--- src/rtl/btn_event_arbiter_if.sv ---
// Event bus between the button arbiter and its consumer.
// The overrun/ovr_clr pair exists only when BTN_OVERRUN_EN is defined.
interface btn_event_arbiter_if #(
  parameter int N_BTN = 4,
  parameter int ID_W  = 2
);
  logic [N_BTN-1:0] btn_pulse;
  logic             evt_valid;
  logic [ID_W-1:0]  evt_id;
  logic             evt_ready;
  logic [N_BTN-1:0] pending;
`ifdef BTN_OVERRUN_EN
  logic             overrun;
  logic             ovr_clr;

  modport master (
    input  btn_pulse, evt_ready, ovr_clr,
    output evt_valid, evt_id, pending, overrun
  );
  modport slave (
    output btn_pulse, evt_ready, ovr_clr,
    input  evt_valid, evt_id, pending, overrun
  );
`else
  modport master (
    input  btn_pulse, evt_ready,
    output evt_valid, evt_id, pending
  );
  modport slave (
    output btn_pulse, evt_ready,
    input  evt_valid, evt_id, pending
  );
`endif
endinterface

--- src/rtl/btn_event_arbiter.sv ---
// Latches button press pulses as pending events and offers them one at a time,
// round-robin, over a valid/ready handshake. Optional drop flag: BTN_OVERRUN_EN.
//
// state   | meaning
// S_IDLE  | nothing offered; picks a winner from pending flags if any
// S_OFFER | evt_valid held high with a frozen evt_id until the consumer accepts
module btn_event_arbiter #(
  parameter int N_BTN = 4,
  parameter int ID_W  = 2
) (
  input  logic                 clk,
  input  logic                 rst_n,
  btn_event_arbiter_if.master  bus
);

  typedef enum logic {S_IDLE = 1'b0, S_OFFER = 1'b1} state_t;

  state_t           r_state, w_state_nxt;
  logic [N_BTN-1:0] r_pend, w_pend_nxt;
  logic [ID_W-1:0]  r_rr_ptr, w_rr_nxt;
  logic [ID_W-1:0]  r_evt_id, w_id_nxt;
  logic             r_evt_valid, w_valid_nxt;
  logic             w_hs;
  logic [N_BTN-1:0] w_clr;
  logic [N_BTN-1:0] w_mask;
  logic [N_BTN-1:0] w_hi;
  logic [ID_W-1:0]  w_winner;
  logic [ID_W-1:0]  w_id_inc;

  function automatic logic [ID_W-1:0] f_lowest(input logic [N_BTN-1:0] v);
    logic [ID_W-1:0] idx;
    idx = '0;
    for (int i = N_BTN - 1; i >= 0; i--) begin
      if (v[i]) idx = ID_W'(i);
    end
    return idx;
  endfunction

  assign w_hs = r_evt_valid & bus.evt_ready;

  // Round robin: prefer pending bits at or above the pointer, else wrap to the lowest.
  always_comb begin
    w_mask = '0;
    for (int i = 0; i < N_BTN; i++) begin
      w_mask[i] = (i >= int'(r_rr_ptr));
    end
    w_hi     = r_pend & w_mask;
    w_winner = (|w_hi) ? f_lowest(w_hi) : f_lowest(r_pend);
  end

  assign w_id_inc = (r_evt_id == ID_W'(N_BTN - 1)) ? '0 : r_evt_id + ID_W'(1);

  always_comb begin
    w_clr = '0;
    w_clr[r_evt_id] = w_hs;
    w_pend_nxt = (r_pend & ~w_clr) | bus.btn_pulse;
  end

  always_ff @(posedge clk or negedge rst_n) begin
    if (!rst_n) begin
      r_state     <= S_IDLE;
      r_evt_valid <= 1'b0;
      r_evt_id    <= '0;
      r_rr_ptr    <= '0;
      r_pend      <= '0;
    end else begin
      r_state     <= w_state_nxt;
      r_evt_valid <= w_valid_nxt;
      r_evt_id    <= w_id_nxt;
      r_rr_ptr    <= w_rr_nxt;
      r_pend      <= w_pend_nxt;
    end
  end

  always_comb begin
    w_state_nxt = r_state;
    w_valid_nxt = r_evt_valid;
    w_id_nxt    = r_evt_id;
    w_rr_nxt    = r_rr_ptr;
    unique case (r_state)
      S_IDLE: begin
        if (|r_pend) begin
          w_state_nxt = S_OFFER;
          w_valid_nxt = 1'b1;
          w_id_nxt    = w_winner;
        end
      end
      S_OFFER: begin
        if (bus.evt_ready) begin
          w_state_nxt = S_IDLE;
          w_valid_nxt = 1'b0;
          w_rr_nxt    = w_id_inc;
        end
      end
      default: begin
        w_state_nxt = S_IDLE;
        w_valid_nxt = 1'b0;
      end
    endcase
  end

  assign bus.evt_valid = r_evt_valid;
  assign bus.evt_id    = r_evt_id;
  assign bus.pending   = r_pend;

`ifdef BTN_OVERRUN_EN
  logic r_overrun;
  logic w_drop;

  // A press on a bit that stays pending this cycle merges into the existing event.
  assign w_drop = |(bus.btn_pulse & r_pend & ~w_clr);

  always_ff @(posedge clk or negedge rst_n) begin
    if (!rst_n) begin
      r_overrun <= 1'b0;
    end else begin
      r_overrun <= w_drop | (r_overrun & ~bus.ovr_clr);
    end
  end

  assign bus.overrun = r_overrun;
`endif

endmodule

--- src/flat_wrapper.sv ---
// flat-port wrapper written by rule: the top's interface ports become plain ports
module btn_event_arbiter_flat 
#(
  parameter int N_BTN = 4,
  parameter int ID_W  = 2
)
  (clk, rst_n, bus_btn_pulse, bus_evt_ready, bus_evt_valid, bus_evt_id, bus_pending);
  btn_event_arbiter_if #(.N_BTN(N_BTN), .ID_W(ID_W)) bus_i ();
  input  logic clk;
  input  logic rst_n;
  input wire logic [$bits(bus_i.btn_pulse)-1:0] bus_btn_pulse;
  input wire logic [$bits(bus_i.evt_ready)-1:0] bus_evt_ready;
  output wire logic [$bits(bus_i.evt_valid)-1:0] bus_evt_valid;
  output wire logic [$bits(bus_i.evt_id)-1:0] bus_evt_id;
  output wire logic [$bits(bus_i.pending)-1:0] bus_pending;
  assign bus_i.btn_pulse = bus_btn_pulse;
  assign bus_i.evt_ready = bus_evt_ready;
  assign bus_evt_valid = bus_i.evt_valid;
  assign bus_evt_id = bus_i.evt_id;
  assign bus_pending = bus_i.pending;
  btn_event_arbiter #(.N_BTN(N_BTN), .ID_W(ID_W)) u_core (.clk(clk), .rst_n(rst_n), .bus(bus_i));
endmodule
--- config.mk ---
export PLATFORM = sky130hd
export DESIGN_NAME = btn_event_arbiter_flat
export DESIGN_NICKNAME = d
export VERILOG_FILES = /design/src/rtl/btn_event_arbiter_if.sv /design/src/rtl/btn_event_arbiter.sv /design/src/flat_wrapper.sv
export SDC_FILE = /design/constraint.sdc
export NUM_CORES = 1
export LEC_CHECK = 0
export ABC_AREA = 0
export BUFFER_PORTS_ARGS = -buffer_cell sky130_fd_sc_hd__buf_2
export CORE_AREA = 2 2 39 41
export CTS_BUF_LIST = sky130_fd_sc_hd__clkbuf_16
export CTS_CLUSTER_SIZE = 16
export DETAILED_ROUTE_END_ITERATION = 10
export DIE_AREA = 0 0 41 43
export SYNTH_ARGS = -nofsm -noshare
export SYNTH_HDL_FRONTEND = slang
export SYNTH_SLANG_ARGS = --single-unit
--- constraint.sdc ---
create_clock -name clk -period 2.8 [get_ports clk]
set_clock_uncertainty 0.05 [all_clocks]
set_input_delay 0.42 -clock clk [delete_from_list [all_inputs] [get_ports clk]]
set_output_delay 0.42 -clock clk [all_outputs]
set_load 0.05 [all_outputs]
==> metrics, run 1 <==
Pre-antenna DRT Iters=4; WP data arrival=970 ps; row count=14; Post-Syn Nets=55; I/O pin count=14; Pint=0.442 mW; status=finished clean; Tot Pwr=0.694 mW; largest net degree at the start of global routing=11; period utilization=51.6%; first-pass GRT wire length=1720 um; DR iter-0 viols=11; Layout area overhead=34.9%; clock share of power=35.4%; post_cts resized=0; cell family with most CP delay=flip-flops; DR vias=412; wire length per cell=13.8 um; crit path cell chain=buf_2; antenna violations before repair=0; Yosys top cell by area=dfrtp_1; Leakage=0.302 nW; Fmax=0.692 GHz; unrepaired setup endpoints after global routing=false; Slew headroom=77.2%; # port buffers=13; Switching Fraction=36.3%; Bufs and invs on worst path=1; Tmin final=1440 ps; Remaining DRCs=0; htree depth=1; Hold WS=309 ps; CP peak stage delay=440 ps; CP max-delay cell=dfrtp_1; TNS Setup=0 ps; synthesized cell area=488 um2; die width=41 um; synth top area cells=dfrtp_1 51%, ha_1 10%, a21o_1 6.2%; utilization after layout=47.6%; most frequent cell after synthesis=dfrtp_1; depth of the worst hold-timing path=2; combinational power share=32.7%; r2r setup slk=1530 ps; Die H=43 um; switching power=0.252 mW; Detail Route Antenna Nets=0; DIE AREA=1760 um2; Pwr Density=1050 nW/um2; clock sink total=10; crit path kind=reg2out; final WL=1060 um; number of flops mapped to enable cells by yosys=0; area share of the largest cell type after synthesis=51.3%; R2R Path Start=u_core.bus.pending[0]$_DFF_PN0_; Critical R2R Capture=u_core.bus.evt_valid$_DFFE_PN0P_; Seq/Total Area, Yosys=51.3%; crit end category=primary output; max-cap violation count=0; Async SR Flop Fraction=100%; Synth Instances=44; post-CTS setup buffer count=0; Slew Viols, Final=0; Reg clk slew, reported paths=40 ps; Hold EP=u_core.bus.pending[2]$_DFF_PN0_; Distinct cells, synth=19; Synth Warn #=0; R2R depth=3; GRT Overall Usage=15.4%; Synth Register Bits=10; WP data required=2330 ps; critical path fanouts, max=7; Setup Viol. Count Final=0; number of vias per cell=5.35; Root Driver=clkbuf_16; Primary FF master, synth=dfrtp_1; Flop pwr share=31.9%; peak supply drop=0.000492 V; CTS tree=yes; GPL Wtd Cong=0.784; most frequent cells after synthesis=10 x dfrtp_1, 4 x a21o_1, 4 x ha_1, 4 x inv_1, 4 x nand3_1; Hold WC Path Type=in2reg; hold_sp=bus_btn_pulse[2]; initial core utilization=35.3%; CP Launch Type=flop; syn_area_per_cell=11.1 um2; Post-DP HPWL=814 um; maximum root-to-sink buffer count=2; nets@finish=74; core box area=1380 um2; fraction of layout cells with a size suffix above 1=29.5%; total gr overflow=0; Hold Violations, Final=0; CTS Buf Count=3; Slew @ Worst Pin=340 ps; Clk Latency, worst-skew pair=230 ps; # diodes=0; vias in the first global route=378
## cell type report
class,count,area (um2)
Inverter,4,15.0
Tap cell,16,20.0
Sequential cell,10,250
Clock buffer,3,75.1
Multi-Input combinational cell,30,223
Fill cell,133,726
Timing Repair Buffer,14,75.1
## cell usage in the layout (no fill, tap or decap), drive strengths merged, types with 2 or more instances in the layout
cell type / count
a21o: 4
a21oi: 2
buf: 13
clkbuf: 3
dfrtp: 10
ha: 4
inv: 4
nand2: 2
nand3: 4
nor2: 2
o21ai: 2
## worst reg2reg max path, delay by kind of cell (launching register included)
kind | cells | cell delay (ps)
AOI/OAI and AO/OA | 1 | 190
DFF | 1 | 400
and+or+nand+nor | 2 | 520
## metrics by stage
| stage | cell area [um2] | worst slack [ps] | std cells |
|---|---|---|---|
| global route | 658 | 1320 | 77 |
| floorplan | 488 | 1250 | 44 |
| detailed placement | 573 | 1530 | 73 |
| finish | 658 | 1360 | 77 |
| global placement | 573 | 1510 | 73 |
| CTS | 658 | 1360 | 77 |
## flip-flops by register name, summed over array words and instances, names as in the netlist
name	flops
u_core.r_rr_ptr	2
u_core.bus.pending	4
u_core.bus.evt_valid	1
u_core.bus.evt_id	2
u_core.r_state	1
## per-layer routing
metal | track usage (%) | vias to the layer above | part of all wire, %
met5 | 0 | - | 0
met4 | 10.0 | 0 | 2.3
met3 | 6.28 | 4 | 6.6
met2 | 20.3 | 19 | 47
met1 | 20.1 | 193 | 44
li1 | - | 196 | -
## worst max-delay path by stage
stage | startpoint | to | slack, ps | cells past startpoint
floorplan | u_core.bus.evt_id[0]$_DFFE_PN0P_ | u_core.r_rr_ptr[1]$_DFFE_PN0P_ | 1250 | 3
global placement | u_core.bus.pending[3]$_DFF_PN0_ | u_core.bus.evt_id[1]$_DFFE_PN0P_ | 1510 | 3
detailed placement | u_core.bus.evt_id[0]$_DFFE_PN0P_ | u_core.r_rr_ptr[1]$_DFFE_PN0P_ | 1530 | 3
CTS | u_core.bus.pending[3]$_DFF_PN0_ | bus_pending[3] | 1360 | 1
global route | u_core.bus.pending[3]$_DFF_PN0_ | bus_pending[3] | 1320 | 1
finish | u_core.bus.pending[3]$_DFF_PN0_ | bus_pending[3] | 1360 | 1
## repair_timing
item	in CTS	in global routing
setup endpoints to repair	0	0
hold endpoints to repair	10	0
hold buffers	1	0
## logic make-up (layout without fill, tap and decap cells)
kind of cell	count (synthesis)	after routing	synth area share, %
AOI/OAI and AO/OA	14	14	21.3
adders and majority gates	4	4	10.3
buffers and inverters	4	21	3.08
DFF	10	10	51.3
muxes	2	2	4.36
and+or+nand+nor	10	10	9.75
## power groups by stage
stage	clock, mW	sequential (mW)	combinational (mW)
finish	0.246	0.222	0.227
global route	0.258	0.228	0.246
CTS	0.249	0.222	0.229
detailed placement	0	0.225	0.223
global placement	0	0.221	0.225
floorplan	0	0.288	0.0960
Power figures use the tool's default switching activity.
==> run 2: changes to the inputs <==
==> constraint.sdc (replaced) <==
create_clock -name clk -period 1.5 [get_ports clk]
set_clock_uncertainty 0.05 [all_clocks]
set_input_delay 0.225 -clock clk [delete_from_list [all_inputs] [get_ports clk]]
set_output_delay 0.225 -clock clk [all_outputs]
set_load 0.05 [all_outputs]
==> run 2 against run 1 <==
Against the previous run:
- final cell count is 1.3% higher
- flip-flop and latch count stayed put
- wire length is 5.7% higher
- die area stayed put
- core utilization is 0.36 points higher
- sequential power is 90% higher
==> metrics, run 2 (synthesis results as in run 1) <==
CTS Buf Count=3; Filler cells=131; GRT Overall Usage=16.5%; Clk Latency, worst-skew pair=240 ps; Layout area overhead=35.9%; max-cap violation count=0; DIE AREA=1760 um2; total gr overflow=0; setup ws final=233 ps; WP data required=1570 ps; core box area=1380 um2; most common cell after layout, fill and taps aside=buf_2; wire length per cell=14.4 um; Fmax=0.789 GHz; dpl ws=268 ps; Hold EP=u_core.bus.pending[1]$_DFF_PN0_; post_cts resized=0; Slew Viols, Final=0; final WL=1130 um; antenna violations before repair=0; fin area=663 um2; initial core utilization=35.3%; # diodes=0; CTS tree=yes; first-pass GRT wire length=1830 um; status=finished clean; met1 Usage GRT=19.1%; hold_sp=bus_btn_pulse[1]; Hold Violations, Final=0; crit end category=flop; placed insts=73; r2r setup slk=230 ps; R2R depth=3; critical path fanouts, max=4; Finished Layout Cells=78; maximum root-to-sink buffer count=2; commonest cells after routing, fill and taps aside=13 x buf_2, 9 x dfrtp_1, 5 x inv_1; TNS Setup=0 ps; Root Driver=clkbuf_16; Setup Viol. Count Final=0; Critical R2R Capture=u_core.bus.evt_valid$_DFFE_PN0P_; depth of the worst hold-timing path=2; Die H=43 um; met3 usage=6.28%; I/O pin count=14; post-CTS setup buffer count=0; peak supply drop=0.00125 V; nets@finish=74; largest net degree at the start of global routing=11; max reg flops=4; DR vias=413; Slew @ Worst Pin=325 ps; Critical Path Start=u_core.bus.pending[0]$_DFF_PN0_; # port buffers=13; Pwr Density=1980 nW/um2; CP Launch Type=flop; Hold WC Path Type=in2reg; DR iter-0 viols=7; utilization after layout=47.9%; Tmin final=1270 ps; crit path kind=reg2reg; Tot Pwr=1.31 mW; grt peak-use layer=met2; Pre-antenna DRT Iters=4; unrepaired setup endpoints after global routing=false; Leakage=0.306 nW; period utilization=84.5%; Reg clk slew, reported paths=40 ps; GPL Wtd Cong=0.824; fraction of layout cells with a size suffix above 1=30.6%; Detail Route Antenna Nets=0; htree depth=1; Hold WS=114 ps; row count=14; Post-DP HPWL=826 um; Remaining DRCs=0; R2R Path Start=u_core.bus.pending[0]$_DFF_PN0_; die width=41 um; Post-Place Cell Area=574 um2; vias in the first global route=418; clock sink total=10; met2 usage=24.1%; WP data arrival=1340 ps; Slew headroom=78.2%; number of vias per cell=5.29
-- run 2: critical path, stage by stage (launching register included) --
cell and delay, ps:
dfrtp_1 410, nor4_1 370, nor2_1 130, o21a_1 190
-- run 2: layer usage --
metal	vias to the layer above	part of all wire [%]
li1	194	-
met1	205	43
met2	12	50
met3	2	5.4
met4	0	2.2
met5	-	0
-- run 2: area by class of cell --
type | count | area (um2) | share of cell area, %
Sequential cell | 10 | 251 | 37.9
Multi-Input combinational cell | 30 | 223 | 33.6
Clock buffer | 3 | 75.1 | 11.3
Timing Repair Buffer | 14 | 75.1 | 11.3
Tap cell | 16 | 20.0 | 3.02
Inverter | 4 | 15.0 | 2.26
Clock inverter | 1 | 3.75 | 0.566
-- run 2: repair_timing --
item / CTS / global route
hold buffers: 1 / 0
endpoints found under the setup margin: 0 / 0
endpoints found under the hold margin: 10 / 0
-- run 2: how the worst max path moves through the flow --
stage	endpoint	slack (ps)	depth (start not counted)
final	u_core.bus.evt_valid$_DFFE_PN0P_	230	3
after global routing	u_core.bus.evt_valid$_DFFE_PN0P_	150	3
after CTS	u_core.bus.evt_valid$_DFFE_PN0P_	250	3
after detailed placement	u_core.bus.evt_valid$_DFFE_PN0P_	270	3
after global placement	u_core.bus.evt_valid$_DFFE_PN0P_	270	3
after floorplan	u_core.r_rr_ptr[1]$_DFFE_PN0P_	20	3
-- run 2: report_power, final --
group / internal, mW / switching, mW
clock network: 0.349 / 0.127
logic: 0.142 / 0.274
registers: 0.339 / 0.0825
total: 0.831 / 0.483
==> run 3: changes to the inputs <==
==> constraint.sdc (replaced) <==
create_clock -name clk -period 1.2 [get_ports clk]
set_clock_uncertainty 0.05 [all_clocks]
set_input_delay 0.18 -clock clk [delete_from_list [all_inputs] [get_ports clk]]
set_output_delay 0.18 -clock clk [all_outputs]
set_load 0.05 [all_outputs]
==> run 3 against run 2 <==
Against the previous run:
- sequential share of layout area fell by 2.1 points
- clock power rose by 24%
- power rose by 32%
- clock-buffer cell count did not move
- final cell count grew 3.8%
- sequential power rose by 25%
- worst setup slack lost 220 ps
- cell area rose by 8.5%
- die area unchanged
- wire length down 5.4%
- core utilization rose by 4.1 points
- combinational power is 46% higher
- critical path type unchanged
- critical endpoint unchanged
- highest routed layer unchanged
==> metrics, run 3 (synthesis results as in run 1) <==
most common cell after layout, fill and taps aside=buf_2; unrepaired setup endpoints after global routing=true; TNS Setup=0 ps; GRT Overall Usage=16.2%; CTS Buf Count=3; DR iter-0 viols=15; antenna violations before repair=0; Pwr Density=2400 nW/um2; peak supply drop=0.00115 V; Detail Route Antenna Nets=0; DIE AREA=1760 um2; vias in the first global route=398; commonest cells after routing, fill and taps aside=11 x buf_2, 6 x dfrtp_2; row count=14; Remaining DRCs=0; Tmin final=1180 ps; max reg flops=4; DR vias=425; Die H=43 um; Finished Layout Cells=81; Switching Fraction=36.5%; critical path fanouts, max=4; crit end category=flop; Pre-antenna DRT Iters=4; Leakage=0.321 nW; Hold WC Path Type=in2reg; Clk Latency, worst-skew pair=240 ps; Hold Violations, Final=0; # port buffers=13; Pint=1.10 mW; total gr overflow=0; period utilization=98.6%; CP Launch Type=flop; combinational power share=35.2%; nets@finish=77; final WL=1060 um; max-cap violation count=0; Setup Viol. Count Final=0; Root Driver=clkbuf_16; Slew headroom=83.1%; # diodes=0; Post-DP HPWL=810 um; placed insts=76; initial core utilization=35.3%; Flop pwr share=30.6%; CTS tree=yes; clock sink total=10; number of vias per cell=5.25; Slew Viols, Final=0; Slew @ Worst Pin=252 ps; Filler cells=127; clock share of power=34.2%; die width=41 um; I/O pin count=14; Layout area overhead=47.4%; GPL Wtd Cong=0.784; wire length per cell=13.1 um; WP data arrival=1260 ps; fraction of layout cells with a size suffix above 1=47.7%; crit path kind=reg2reg; htree depth=1; post-CTS setup buffer count=0; core box area=1380 um2; maximum root-to-sink buffer count=2; status=finished clean; Reg clk slew, reported paths=40 ps; first-pass GRT wire length=1780 um; Fmax=0.845 GHz; switching power=0.631 mW; largest net degree at the start of global routing=11; WP data required=1270 ps
[run 3: cell types whose count changed in the layout (fill, tap and decap cells not counted), moves of 2 or more]
cell and change:
buf_4 +4, dfrtp_1 -5, buf_2 -2, dfrtp_2 +5, inv_1 -2, inv_2 +2
[run 3: area by class of cell]
cell class,instances,area [um2],share of cell area (%)
Tap cell,16,20.0,2.78
Sequential cell,10,258,35.8
Inverter,4,15.0,2.09
Multi-Input combinational cell,30,241,33.6
Timing Repair Buffer,17,106,14.8
Clock inverter,1,3.75,0.522
Clock buffer,3,75.1,10.4
[run 3: layer usage]
layer  vias to the layer above  GRT usage (%)  part of all wire, %
met5                         -              0                    0
met4                         0           12.0                  2.8
met3                         3           6.28                  6.0
met2                        11           20.3                   48
met1                       210           21.6                   43
li1                        201              -                    -
[run 3: power by group through the flow]
stage	clock network (mW)	registers (mW)	logic, mW
6_report	0.592	0.529	0.608
5_1_grt	0.621	0.542	0.662
4_1_cts	0.606	0.526	0.612
3_5_place_dp	0	0.533	0.599
3_3_place_gp	0	0.530	0.600
2_1_floorplan	0	0.689	0.249
[run 3: worst paths after layout]
path | slack [ps] | to | cells after the start | from
worst min register to register | 430 | u_core.r_rr_ptr[0]$_DFFE_PN0P_ | 2 | u_core.r_rr_ptr[0]$_DFFE_PN0P_
worst max register to register | 20 | u_core.bus.evt_valid$_DFFE_PN0P_ | 3 | u_core.bus.pending[0]$_DFF_PN0_
max in group asynchronous | 600 | u_core.bus.evt_id[0]$_DFFE_PN0P_ | 2 | rst_n
min in group asynchronous | 290 | u_core.r_rr_ptr[1]$_DFFE_PN0P_ | 2 | rst_n
worst max-delay path | 20 | u_core.bus.evt_valid$_DFFE_PN0P_ | 3 | u_core.bus.pending[0]$_DFF_PN0_
worst min-delay path | 70 | u_core.bus.pending[3]$_DFF_PN0_ | 2 | bus_btn_pulse[3]
[run 3: critical path: stages, from the launching register on]
cell and delay [ps]:
dfrtp_2 410, nor4_2 310, nor2_1 110, o21a_1 180
[run 3: per-stage QoR]
| step | worst slack [ps] | hold WS, ps | util [%] | total power [mW] | area [um2] |
|---|---|---|---|---|---|
| after floorplan | -73.3 | -166 | - | 0.937 | 514 |
| after global placement | 19.9 | 5.34 | 44.9 | 1.13 | 622 |
| after detailed placement | 48.4 | 3.07 | 44.9 | 1.13 | 622 |
| after CTS | 19.1 | 65.6 | 52.0 | 1.74 | 719 |
| after global routing | -16.5 | 75.2 | 52.0 | 1.82 | 719 |
| final | 16.6 | 66.6 | 52.0 | 1.73 | 719 |
[run 3: repair_timing]
action | CTS | global route
hold endpoints to repair | 10 | 0
endpoints found under the setup margin | 2 | 2
gates resized for setup | 3 | 1
hold buffers | 1 | 0
pin swaps | 0 | 0
